<file path="src/rtl/servant_ram_arb.sv">
// Two-master round-robin Wishbone arbiter in front of servant_ram.
// The grant is a registered FSM and a watchdog terminates slave accesses that never ack.
module servant_ram_arb #(
  parameter int AW      = 32,
  parameter int TIMEOUT = 15
) (
  input  logic          i_clk,
  input  logic          i_rst_n,
  input  logic [AW-1:0] i_wb_m0_adr,
  input  logic [31:0]   i_wb_m0_dat,
  input  logic [3:0]    i_wb_m0_sel,
  input  logic          i_wb_m0_we,
  input  logic          i_wb_m0_cyc,
  output logic [31:0]   o_wb_m0_rdt,
  output logic          o_wb_m0_ack,
  input  logic [AW-1:0] i_wb_m1_adr,
  input  logic [31:0]   i_wb_m1_dat,
  input  logic [3:0]    i_wb_m1_sel,
  input  logic          i_wb_m1_we,
  input  logic          i_wb_m1_cyc,
  output logic [31:0]   o_wb_m1_rdt,
  output logic          o_wb_m1_ack,
  output logic [AW-1:0] o_wb_s_adr,
  output logic [31:0]   o_wb_s_dat,
  output logic [3:0]    o_wb_s_sel,
  output logic          o_wb_s_we,
  output logic          o_wb_s_cyc,
  input  logic [31:0]   i_wb_s_rdt,
  input  logic          i_wb_s_ack,
  output logic [1:0]    o_grant,
  output logic          o_timeout
);

  localparam int CW = (TIMEOUT > 0) ? $clog2(TIMEOUT + 1) : 1;
  localparam logic [CW-1:0] TMAX = (TIMEOUT > 0) ? CW'(TIMEOUT - 1) : '0;

  // State encoding doubles as the one-hot grant output.
  typedef enum logic [1:0] {
    IDLE = 2'b00,
    GNT0 = 2'b01,
    GNT1 = 2'b10
  } state_t;

  state_t        state;
  logic          last;
  logic [CW-1:0] cnt;
  logic          own_cyc;
  logic          sel_m1;
  logic          term;
  logic          own_ack;
  logic [31:0]   own_rdt;

  assign sel_m1  = (state == GNT1);
  assign own_cyc = (state == GNT0) ? i_wb_m0_cyc :
                   (state == GNT1) ? i_wb_m1_cyc : 1'b0;
  // Watchdog only fires on a live request; an ack in the same cycle takes priority.
  assign term    = (TIMEOUT != 0) && own_cyc && (cnt == TMAX) && !i_wb_s_ack;
  assign own_ack = own_cyc && (i_wb_s_ack || term);
  assign own_rdt = term ? 32'h0 : i_wb_s_rdt;

  assign o_grant     = state;
  assign o_wb_s_adr  = sel_m1 ? i_wb_m1_adr : i_wb_m0_adr;
  assign o_wb_s_dat  = sel_m1 ? i_wb_m1_dat : i_wb_m0_dat;
  assign o_wb_s_sel  = sel_m1 ? i_wb_m1_sel : i_wb_m0_sel;
  assign o_wb_s_we   = sel_m1 ? i_wb_m1_we  : i_wb_m0_we;
  assign o_wb_s_cyc  = own_cyc && !term;
  assign o_wb_m0_ack = (state == GNT0) && own_ack;
  assign o_wb_m1_ack = (state == GNT1) && own_ack;
  assign o_wb_m0_rdt = (state == GNT0) ? own_rdt : 32'h0;
  assign o_wb_m1_rdt = (state == GNT1) ? own_rdt : 32'h0;

  // last = 1 means master 1 was served last, so master 0 wins the next tie.
  always_ff @(posedge i_clk) begin
    if (!i_rst_n) begin
      state     <= IDLE;
      last      <= 1'b1;
      cnt       <= '0;
      o_timeout <= 1'b0;
    end else begin
      case (state)
        IDLE: begin
          cnt <= '0;
          if (i_wb_m0_cyc && (!i_wb_m1_cyc || last))
            state <= GNT0;
          else if (i_wb_m1_cyc)
            state <= GNT1;
        end
        GNT0, GNT1: begin
          if (!own_cyc) begin
            state <= IDLE;
          end else if (i_wb_s_ack || term) begin
            state <= IDLE;
            last  <= (state == GNT1);
            if (term)
              o_timeout <= 1'b1;
          end else begin
            cnt <= cnt + CW'(1);
          end
        end
        default: state <= IDLE;
      endcase
    end
  end

endmodule

</file>
<file path="config.mk">
export PLATFORM = sky130hd
export DESIGN_NAME = servant_ram_arb
export DESIGN_NICKNAME = d
export VERILOG_FILES = /design/src/rtl/servant_ram_arb.sv
export SDC_FILE = /design/constraint.sdc
export NUM_CORES = 1
export LEC_CHECK = 0
export BUFFER_PORTS_ARGS = -buffer_cell sky130_fd_sc_hd__buf_2
export CAP_MARGIN = 20
export CORE_AREA = 2 2 123 125
export CTS_CLUSTER_DIAMETER = 100
export CTS_CLUSTER_SIZE = 24
export DETAILED_ROUTE_END_ITERATION = 10
export DIE_AREA = 0 0 125 127
export PLACE_DENSITY = 0.42
export REMOVE_ABC_BUFFERS = 1
export SLEW_MARGIN = 5
export SYNTH_ARGS = -nofsm -noshare
export SYNTH_HDL_FRONTEND = slang
export SYNTH_SLANG_ARGS = --single-unit
</file>
<file path="constraint.sdc">
create_clock -name i_clk -period 1.7 [get_ports i_clk]
set_input_delay 0.34 -clock i_clk [delete_from_list [all_inputs] [get_ports i_clk]]
set_output_delay 0.34 -clock i_clk [all_outputs]
set_load 0.02 [all_outputs]
</file>
==> reports/metrics.cfg, run 1 <==
[run_status]
status=complete, but fails checks
violations=setup timing

[drt]
routedWlPerCell_um=18.0
drtIter0Drc=59
drc=0
vias=2979
drt-total-wl_um=13300
ant_nets=0
vias_per_cell=4.05
first_pass_iters=4

[logic_synthesis]
synth_edf_count=0
ys_types=33
ys_seq_area_share_pct=9.14
avgSynthCellArea_sq_um=8.38
synth_area_sq_mm=0.00175
ys_top_cells_by_count=69 x mux2_2, 65 x and2_1, 13 x clkbuf_1
yosys_warnings=0
async_reset_ff_share_pct=0
postSynthCellCount=209
synth-main-ff-cell=dfxtp_1
synth_most_common_cell=mux2_2
synth_top_cell_area_share_pct=44.4
synthTopCellsByArea=mux2_2 44%, and2_1 23%, dfxtp_1 9.1%, ha_1 3.6%, clkbuf_1 2.8%
yosys_register_bits=8
yosysTopAreaCell=mux2_2

[sta]
final.setup.tns_ns=-38.97
finalMaxSlewViolations=0
hold_slack_ns=0.342
finClkSkew_ns=0.00229
period_share_pct=122
maxSlewHeadroom_pct=79.2
fin_ws_ns=-0.373
finalHoldViolCount=0
max_freq_ghz=0.482
tightest_slew_ns=0.311
setup_violations=142
fin_crit_ns=2.07
rsz0062_at_grt=yes

[place]
portBuffers=313
dpl.hpwl_um=10600
globalplace.congestion=0.869
pre_cts_slack_ns=-0.200

[critical_path]
critical_path_required_ns=1.36
startpoint_type=register
cp_data_arrival_time_ns=1.73
crit_fanout=8
path_class=register to output pin
end_kind=output pin

[global_route]
grt_max_degree=33
grt_pass1_wl_um=18800
grt_overflow=0
grtUsageTotal_pct=15.3
antenna_found_initial=0
grt_pass1_vias=3062

[die]
io_pins=314
fp.dieH_um=127
placeableCoreArea_sq_mm=0.0144
rows=44
start_util_pct=12.1
die_area_sq_mm=0.0159
die_width_um=125

[min_path]
worstHoldPathType=input port to register

[clock_network]
cts-root-buf=clkbuf_16
numCtsBuffers=3
clkLatencyLatePin_ns=0.23
cts_tree=yes
clkTransAtPathRegs_ns=0.04
clock_sinks=8
ctsLongestPathBuffers=2
h-tree-depth=1

[cells_and_area]
final_net_count=733
diodes=0
drive_gt1_share_pct=87.7
nFillCells=1502
syn_to_final_growth_pct=180

[pwr]
switching_share_pct=38.6
ir_drop_uv=555
seq_power_share_pct=9.1
power.density_mw_per_mm2=447
comb_power_share_pct=72.6
intPower_w=0.00135
leakage_nw=2.57
clockPowerShare_pct=18.2
p_sw_w=0.000845

[job]
cap_violations=0

[flip-flops by register name (all words and copies together), names as in the netlist]
register   flops
cnt            4
o_grant        2
last           1
o_timeout      1
[path summary, 6_finish.rpt]
kind / start / to / slack [ns] / cells after the start
hold reg to reg: o_timeout$_SDFFE_PN0P_ / o_timeout$_SDFFE_PN0P_ / 0.47 / 1
hold / removal: i_rst_n / last$_SDFFE_PN1P_ / 0.34 / 2
setup reg to reg: o_grant[1]$_SDFFE_PN0P_ / o_grant[0]$_SDFFE_PN0P_ / -0.19 / 9
setup / recovery: o_grant[1]$_SDFFE_PN0P_ / o_wb_s_dat[4] / -0.37 / 6
[placed cells by master, fill, tap and decap left out, types with 4 or more instances in the layout]
cell	count
inv_1	4
buf_12	5
buf_2	232
buf_16	6
mux2_2	39
and2_1	32
buf_4	29
buf_6	79
nand3_1	4
and2_4	33
mux2_4	30
dfxtp_1	4
[per-stage QoR]
step	utilization [%]	cell area (sq um)	instances	power [W]
floorplan	-	1690	194	0.000792
global placement	25.9	3730	716	0.00137
detailed placement	25.9	3730	716	0.00137
CTS	33.0	4760	734	0.00215
global route	34.0	4900	735	0.00230
finish	34.0	4900	735	0.00219
[critical path, cell delays in order (launching register included)]
cell,delay [ns]
dfxtp_2,0.33
buf_6,0.10
ha_4,0.14
buf_12,0.16
bufbuf_16,0.27
mux2_2,0.34
buf_6,0.14
[routing by layer]
layer / vias up / global-route usage [%] / share of wire (%)
li1: 1417 / - / -
met1: 1416 / 18.7 / 39
met2: 139 / 29.4 / 53
met3: 7 / 1.97 / 6.9
met4: 0 / 1.76 / 0.97
met5: - / 0 / 0
[logic make-up (layout without fill, tap and decap cells)]
family / count (synthesis) / count (layout) / share of synthesized area, %
mux: 70 / 70 / 44.9
fa+ha+maj: 5 / 5 / 3.57
buf+inv: 22 / 364 / 5.00
simple gates: 87 / 87 / 30.1
compound gates: 17 / 17 / 7.21
flops: 8 / 8 / 9.14
[power groups by stage]
stage / sequential (W) / clock, W / combinational [W]
after floorplan: 0.000206 / 0 / 0.000586
after global placement: 0.000200 / 0 / 0.00117
after detailed placement: 0.000200 / 0 / 0.00117
after CTS: 0.000200 / 0.000404 / 0.00155
after global routing: 0.000201 / 0.000415 / 0.00168
final: 0.000200 / 0.000400 / 0.00159
[final cells by class]
class / instances / area, sq um / share of cell area (%)
tap: 184 / 230 / 4.70
clock buffer: 3 / 75.1 / 1.53
inverter: 7 / 26.3 / 0.536
multi-input combinational: 179 / 1810 / 36.9
sequential: 8 / 168 / 3.42
timing repair buffer: 354 / 2600 / 53.0
[repair_timing]
action | 4_1_cts | 5_1_grt
gates cloned | 6 | 0
resized for setup | 225 | 44
endpoints found under the setup margin | 141 | 144
pin swaps | 36 | 5
hold buffers | 0 | 0
setup buffers | 9 | 1
Note: power is estimated with default switching activity, not from simulation.
==> run 2: changes to the inputs <==
--- a/config.mk
+++ b/config.mk
@@ -7,11 +7,11 @@
 export LEC_CHECK = 0
 export BUFFER_PORTS_ARGS = -buffer_cell sky130_fd_sc_hd__buf_2
 export CAP_MARGIN = 20
-export CORE_AREA = 2 2 123 125
+export CORE_AREA = 2 2 121 123
 export CTS_CLUSTER_DIAMETER = 100
 export CTS_CLUSTER_SIZE = 24
 export DETAILED_ROUTE_END_ITERATION = 10
-export DIE_AREA = 0 0 125 127
+export DIE_AREA = 0 0 123 125
 export PLACE_DENSITY = 0.42
 export REMOVE_ABC_BUFFERS = 1
 export SLEW_MARGIN = 5
==> constraint.sdc (replaced) <==
create_clock -name i_clk -period 2.6 [get_ports i_clk]
set_input_delay 0.52 -clock i_clk [delete_from_list [all_inputs] [get_ports i_clk]]
set_output_delay 0.52 -clock i_clk [all_outputs]
set_load 0.02 [all_outputs]
==> reports/metrics.cfg, run 2 (same netlist as run 1, synthesis figures left out) <==
[run_status]
status=complete, no violations

[die]
rows=44  ; unchanged
start_util_pct=12.3  ; +0.19 points
io_pins=314  ; unchanged
fp.dieH_um=125  ; -1.6%
die_width_um=123  ; -1.6%
placeableCoreArea_sq_mm=0.0142  ; -1.5%
die_area_sq_mm=0.0154  ; -3.1%

[sta]
finalMaxSlewViolations=0  ; unchanged
setup_violations=0  ; -100%
max_freq_ghz=0.404
tightest_slew_ns=0.528  ; +0.217 ns
maxSlewHeadroom_pct=64.7  ; -15 points
fin_ws_ns=0.127  ; +0.500 ns
finClkSkew_ns=0.00250  ; +0.000215 ns
finalHoldViolCount=0  ; unchanged
fin_crit_ns=2.47
rsz0062_at_grt=no
period_share_pct=95.1

[clock_network]
cts-root-buf=clkbuf_16
clkTransAtPathRegs_ns=0.04  ; about the same
clock_sinks=8  ; unchanged
post_cts_buffers=0  ; -9
ctsLongestPathBuffers=2  ; unchanged
cts_tree=yes
numCtsBuffers=3  ; unchanged
h-tree-depth=1  ; unchanged
clkLatencyLatePin_ns=0.24  ; about the same

[critical_path]
slowest_delay_ns=0.34  ; about the same
startpoint_type=register
end_kind=output pin
critical_path_required_ns=2.08  ; +0.72 ns
path_class=register to output pin
crit_fanout=57  ; +49
reg2reg_depth=7  ; -2
cpMaxStageDelayCell=mux2_2
worstPathCellList=inv_1, ha_2, buf_12, buf_4, mux2_2, buf_2
cp_data_arrival_time_ns=1.95  ; +0.22 ns

[pwr]
seq_power_share_pct=12.0  ; +2.9 points
ir_drop_uv=361  ; -35%
power.density_mw_per_mm2=299  ; -33%
comb_power_share_pct=63.5  ; -9.1 points
leakage_nw=2.03  ; -21%
p_sw_w=0.000446  ; -47%
clockPowerShare_pct=24.5  ; +6.3 points
intPower_w=0.000636  ; -53%
switching_share_pct=41.2  ; +2.6 points

[drt]
first_pass_iters=4  ; unchanged
routedWlPerCell_um=13.1  ; -27%
drt-total-wl_um=9140  ; -31%
drtIter0Drc=37  ; -37%
drc=0  ; unchanged
vias_per_cell=3.87  ; -4.6%
ant_nets=0  ; unchanged
vias=2699  ; -9.4%

[cells_and_area]
final_common_cell=buf_2
largest_register_ffs=4  ; unchanged
max_flop_register=cnt
final_net_count=696  ; -5.0%
diodes=0  ; unchanged
drive_gt1_share_pct=76.8  ; -11 points
fin_area_sq_mm=0.00362  ; -26%
syn_to_final_growth_pct=107
final_cell_mix=313 x buf_2, 69 x mux2_2, 65 x and2_1, 8 x dfxtp_1, 7 x inv_1

[global_route]
grt_pass1_wl_um=13100  ; -31%
antenna_found_initial=0  ; unchanged
grt_pass1_vias=2591  ; -15%
grtUsageTotal_pct=10.5  ; -4.8 points
grt_max_degree=58  ; +76%
grt_overflow=0  ; unchanged

[place]
placed_cell_area_sq_mm=0.00354  ; -5.2%
dpl.hpwl_um=8020  ; -24%
portBuffers=313  ; unchanged
pre_cts_slack_ns=0.0389  ; +0.239 ns
globalplace.congestion=0.872  ; +0.43%

[job]
cap_violations=0  ; unchanged

[min_path]
holdPathStages=1  ; -1
worstHoldPathType=register to register

==> run 2: changes by cell type in the layout (fill, tap and decap cells not counted), moves of 4 or more <==
cell     delta
and2_1     +33
and2_4     -33
buf_12      -4
buf_16      -6
buf_2      +81
buf_4      -26
buf_6      -79
dfxtp_1     +4
mux2_2     +30
mux2_4     -30
==> run 2: path summary, 6_finish.rpt <==
check                                from  slack (ns)                     end
hold reg to reg    o_timeout$_SDFFE_PN0P_        0.46  o_timeout$_SDFFE_PN0P_
setup / recovery  o_grant[0]$_SDFFE_PN0P_        0.13           o_wb_s_dat[9]
setup reg to reg  o_grant[0]$_SDFFE_PN0P_        0.37     cnt[3]$_SDFFE_PN0P_
hold / removal     o_timeout$_SDFFE_PN0P_        0.46  o_timeout$_SDFFE_PN0P_
==> run 2: area by class of cell <==
class	instances	area [sq um]
timing repair buffer	317	1610
sequential	8	160
tap	184	230
fill	1566	10600
multi-input combinational	179	1520
clock buffer	3	75.1
inverter	7	26.3
==> run 2: repair_timing <==
action	in CTS	in global routing
setup endpoints to repair	32	32
hold buffers	0	0
gates resized for setup	1	1
endpoints found under the hold margin	0	0
==> run 2: routing by layer <==
metal  up-vias  global-route usage, %  part of all wire (%)
met3        12                   2.01                   8.5
met1      1233                   11.8                    37
met5         -                      0                     0
met2       119                   20.1                    53
met4         0                   2.41                   1.6
li1       1335                      -                     -
==> run 2: worst max-delay path, delay by kind of cell (launching register included) <==
family / cells / cell delay [ns]
buf+inv: 4 / 0.78
mux: 1 / 0.34
flops: 1 / 0.32
fa+ha+maj: 1 / 0.23
==> run 2: power by group through the flow <==
stage	logic [W]	clock network, W	registers, W
after floorplan	0.000383	0	0.000134
after global placement	0.000689	0	0.000131
after detailed placement	0.000692	0	0.000132
after CTS	0.000695	0.000272	0.000130
after global routing	0.000743	0.000277	0.000130
final	0.000687	0.000265	0.000130
==> run 2: stage by stage <==
step	setup TNS (ns)	hold WS (ns)	cells	total power (W)	utilization (%)
2_1_floorplan	-92.93	0.458	194	0.000518	-
3_3_place_gp	0	0.456	695	0.000820	24.9
3_5_place_dp	0	0.454	695	0.000824	24.9
4_1_cts	0	0.463	698	0.00110	25.4
5_1_grt	0	0.476	698	0.00115	25.5
6_report	0	0.456	698	0.00108	25.5
==> run 3: changes to the inputs <==
--- a/config.mk
+++ b/config.mk
@@ -5,6 +5,7 @@
 export SDC_FILE = /design/constraint.sdc
 export NUM_CORES = 1
 export LEC_CHECK = 0
+export ABC_AREA = 1
 export BUFFER_PORTS_ARGS = -buffer_cell sky130_fd_sc_hd__buf_2
 export CAP_MARGIN = 20
 export CORE_AREA = 2 2 121 123
@@ -12,7 +13,7 @@
 export CTS_CLUSTER_SIZE = 24
 export DETAILED_ROUTE_END_ITERATION = 10
 export DIE_AREA = 0 0 123 125
-export PLACE_DENSITY = 0.42
+export PLACE_DENSITY = 0.45
 export REMOVE_ABC_BUFFERS = 1
 export SLEW_MARGIN = 5
 export SYNTH_ARGS = -nofsm -noshare
==> reports/metrics.cfg, run 3 <==
[global_route]
grt_max_degree=71  ; +22%
met3_usage_pct=1.19  ; -0.82 points
grtUsageTotal_pct=12.4  ; +1.8 points
grt_overflow=0  ; unchanged
grt_pass1_vias=3050  ; +18%
met1_usage_pct=14.4  ; +2.5 points
grt_pass1_wl_um=15500  ; +19%
gr-usage-met2_pct=23.5  ; +3.4 points
antenna_found_initial=1  ; +1
grt_busiest_layer=met2

[logic_synthesis]
synth_edf_count=0  ; unchanged
async_reset_ff_share_pct=0  ; unchanged
yosys_register_bits=8  ; unchanged
synth_top_cell_area_share_pct=40.5  ; -3.9 points
ys_top_cells_by_count=228 x nand2_1, 42 x inv_1, 40 x nor3_2
synth_most_common_cell=nand2_1
avgSynthCellArea_sq_um=5.17  ; -38%
yosys_warnings=0  ; unchanged
ys_types=24  ; -27%
synth-main-ff-cell=dfxtp_1
yosysTopAreaCell=nand2_1
synth_area_sq_mm=0.00211  ; +21%
ys_seq_area_share_pct=7.58  ; -1.6 points
postSynthCellCount=409  ; +96%
synthTopCellsByArea=nand2_1 40%, nor3_2 19%, dfxtp_1 7.6%, inv_1 7.5%, nor3_1 5.7%

[clock_network]
clkTransAtPathRegs_ns=0.04  ; about the same
cts_hold_buffers=0  ; unchanged
cts_tree=yes
h-tree-depth=1  ; unchanged
ctsLongestPathBuffers=2  ; unchanged
post_cts_buffers=0  ; unchanged
cts-root-buf=clkbuf_16
clkLatencyLatePin_ns=0.23  ; about the same
numCtsBuffers=3  ; unchanged
ctsResizeCount=0  ; -1
clock_sinks=8  ; unchanged

[cells_and_area]
syn_to_final_growth_pct=85.6
final_cell_mix=313 x buf_2, 228 x nand2_1, 41 x inv_1, 40 x nor3_2, 24 x nor3_1
final_net_count=884  ; +27%
max_flop_register=cnt
fin_area_sq_mm=0.00392  ; +8.4%
largest_register_ffs=4  ; unchanged
drive_gt1_share_pct=52.7  ; -24 points
fin_util_pct=27.6  ; +2.1 points
nFillCells=1653  ; +5.6%
final_common_cell=buf_2

[drt]
vias=3404  ; +26%
ant_nets=0  ; unchanged
drc=0  ; unchanged
drt-total-wl_um=10600  ; +16%
routedWlPerCell_um=12.0  ; -8.5%
vias_per_cell=3.84  ; -0.75%
drtIter0Drc=112  ; +200%
first_pass_iters=4  ; unchanged

[run_status]
status=complete, no violations

[pwr]
ir_drop_uv=339  ; -6.1%
power.density_mw_per_mm2=326  ; +8.9%
leakage_nw=2.51  ; +23%

[die]
start_util_pct=14.9  ; +2.5 points
die_area_sq_mm=0.0154  ; unchanged
die_width_um=123  ; unchanged
rows=44  ; unchanged
placeableCoreArea_sq_mm=0.0142  ; unchanged
io_pins=314  ; unchanged
fp.dieH_um=125  ; unchanged

[min_path]
worstHoldPathType=register to register

[critical_path]
critPathTopFamily=buffers and inverters
path_class=register to output pin
startpoint_type=register
worstPathBufferInverterCount=4  ; unchanged
critical_path_required_ns=2.08  ; about the same
path_common_cell=nand2_2
cp_data_arrival_time_ns=1.85  ; -0.10 ns
cpMaxStageDelayCell=dfxtp_1
crit_fanout=50  ; -12%
end_kind=output pin
slowest_delay_ns=0.35  ; about the same
worstPathCellList=inv_1, ha_1, inv_2, nand3_2, nand2_2, nand2_2, nor2_4, buf_12, nor3_1, buf_2

[place]
dpl.hpwl_um=8730  ; +9.0%
portBuffers=313  ; unchanged
placed_cell_area_sq_mm=0.00384  ; +8.7%
globalplace.congestion=0.850  ; -2.5%

[sta]
finalMaxSlewViolations=0  ; unchanged
final.setup.tns_ns=0  ; unchanged
max_freq_ghz=0.422  ; +4.3%
tightest_slew_ns=0.451  ; -0.0771 ns
fin_crit_ns=2.37  ; -0.102 ns
finalHoldViolCount=0  ; unchanged
setup_violations=0  ; unchanged
rsz0062_at_grt=no
maxSlewHeadroom_pct=70.0  ; +5.2 points
period_share_pct=91.2  ; -3.9 points
finClkSkew_ns=0.00204  ; -0.000455 ns

[job]
cap_violations=0  ; unchanged

## run 3: changes by cell type after synthesis, sizes merged, moves of 3 or more
cell   before  now
nor3        2   64
inv         7   43
a21oi       1    7
nor2        4    9
buf         2   18
and2       65    0
mux2       69    0
a31oi       3    0
nand2       3  230
## run 3: worst paths after layout
check | start | to | slack (ns) | cells after the start
min reg2reg | o_timeout$_SDFFE_PN0P_ | o_timeout$_SDFFE_PN0P_ | 0.45 | 2
max | o_grant[1]$_SDFFE_PN0P_ | o_wb_m0_rdt[6] | 0.23 | 10
max reg2reg | o_grant[0]$_SDFFE_PN0P_ | last$_SDFFE_PN1P_ | 0.99 | 10
min | o_timeout$_SDFFE_PN0P_ | o_timeout$_SDFFE_PN0P_ | 0.45 | 2
## run 3: stage by stage
stage / instances / hold slack (ns) / power (W) / worst slack (ns)
floorplan: 380 / 0.441 / 0.000657 / -2.22
global placement: 883 / 0.445 / 0.00104 / 0.486
detailed placement: 883 / 0.444 / 0.00103 / 0.461
CTS: 886 / 0.455 / 0.00129 / 0.209
global route: 887 / 0.520 / 0.00138 / 0.0457
finish: 887 / 0.449 / 0.00128 / 0.229
## run 3: layout make-up
class	count	area [sq um]	share of cell area, %
Antenna cell	1	2.50	0.0638
Clock buffer	3	75.1	1.91
Multi-Input combinational cell	328	1630	41.5
Sequential cell	8	160	4.08
Timing Repair Buffer	319	1660	42.4
Inverter	44	166	4.24
Tap cell	184	230	5.87
## run 3: tightest hold or removal path, stage by stage, from the launching register on
cell	delay, ns
dfxtp_1	0.30
inv_1	0.05
a21oi_1	0.05
## run 3: power breakdown
part           leakage [nW]  internal [W]  switching, W
Sequential           0.0649      0.000128    0.00000350
Combinational          2.40      0.000327      0.000565
Clock                0.0370      0.000198     0.0000554
## run 3: cell families after synthesis
family | after synthesis | synth area share [%]
AOI/OAI and AO/OA | 10 | 2.49
xor gates and xnor gates | 2 | 0.829
adders and majority gates | 5 | 2.96
buffers and inverters | 73 | 15.6
DFF | 8 | 7.58
and+or+nand+nor | 311 | 70.6
## run 3: metal layers
metal,up-vias,share of wire (%)
met4,0,2.2
met2,139,51
met3,18,6.9
met5,-,0
li1,1831,-
met1,1416,40
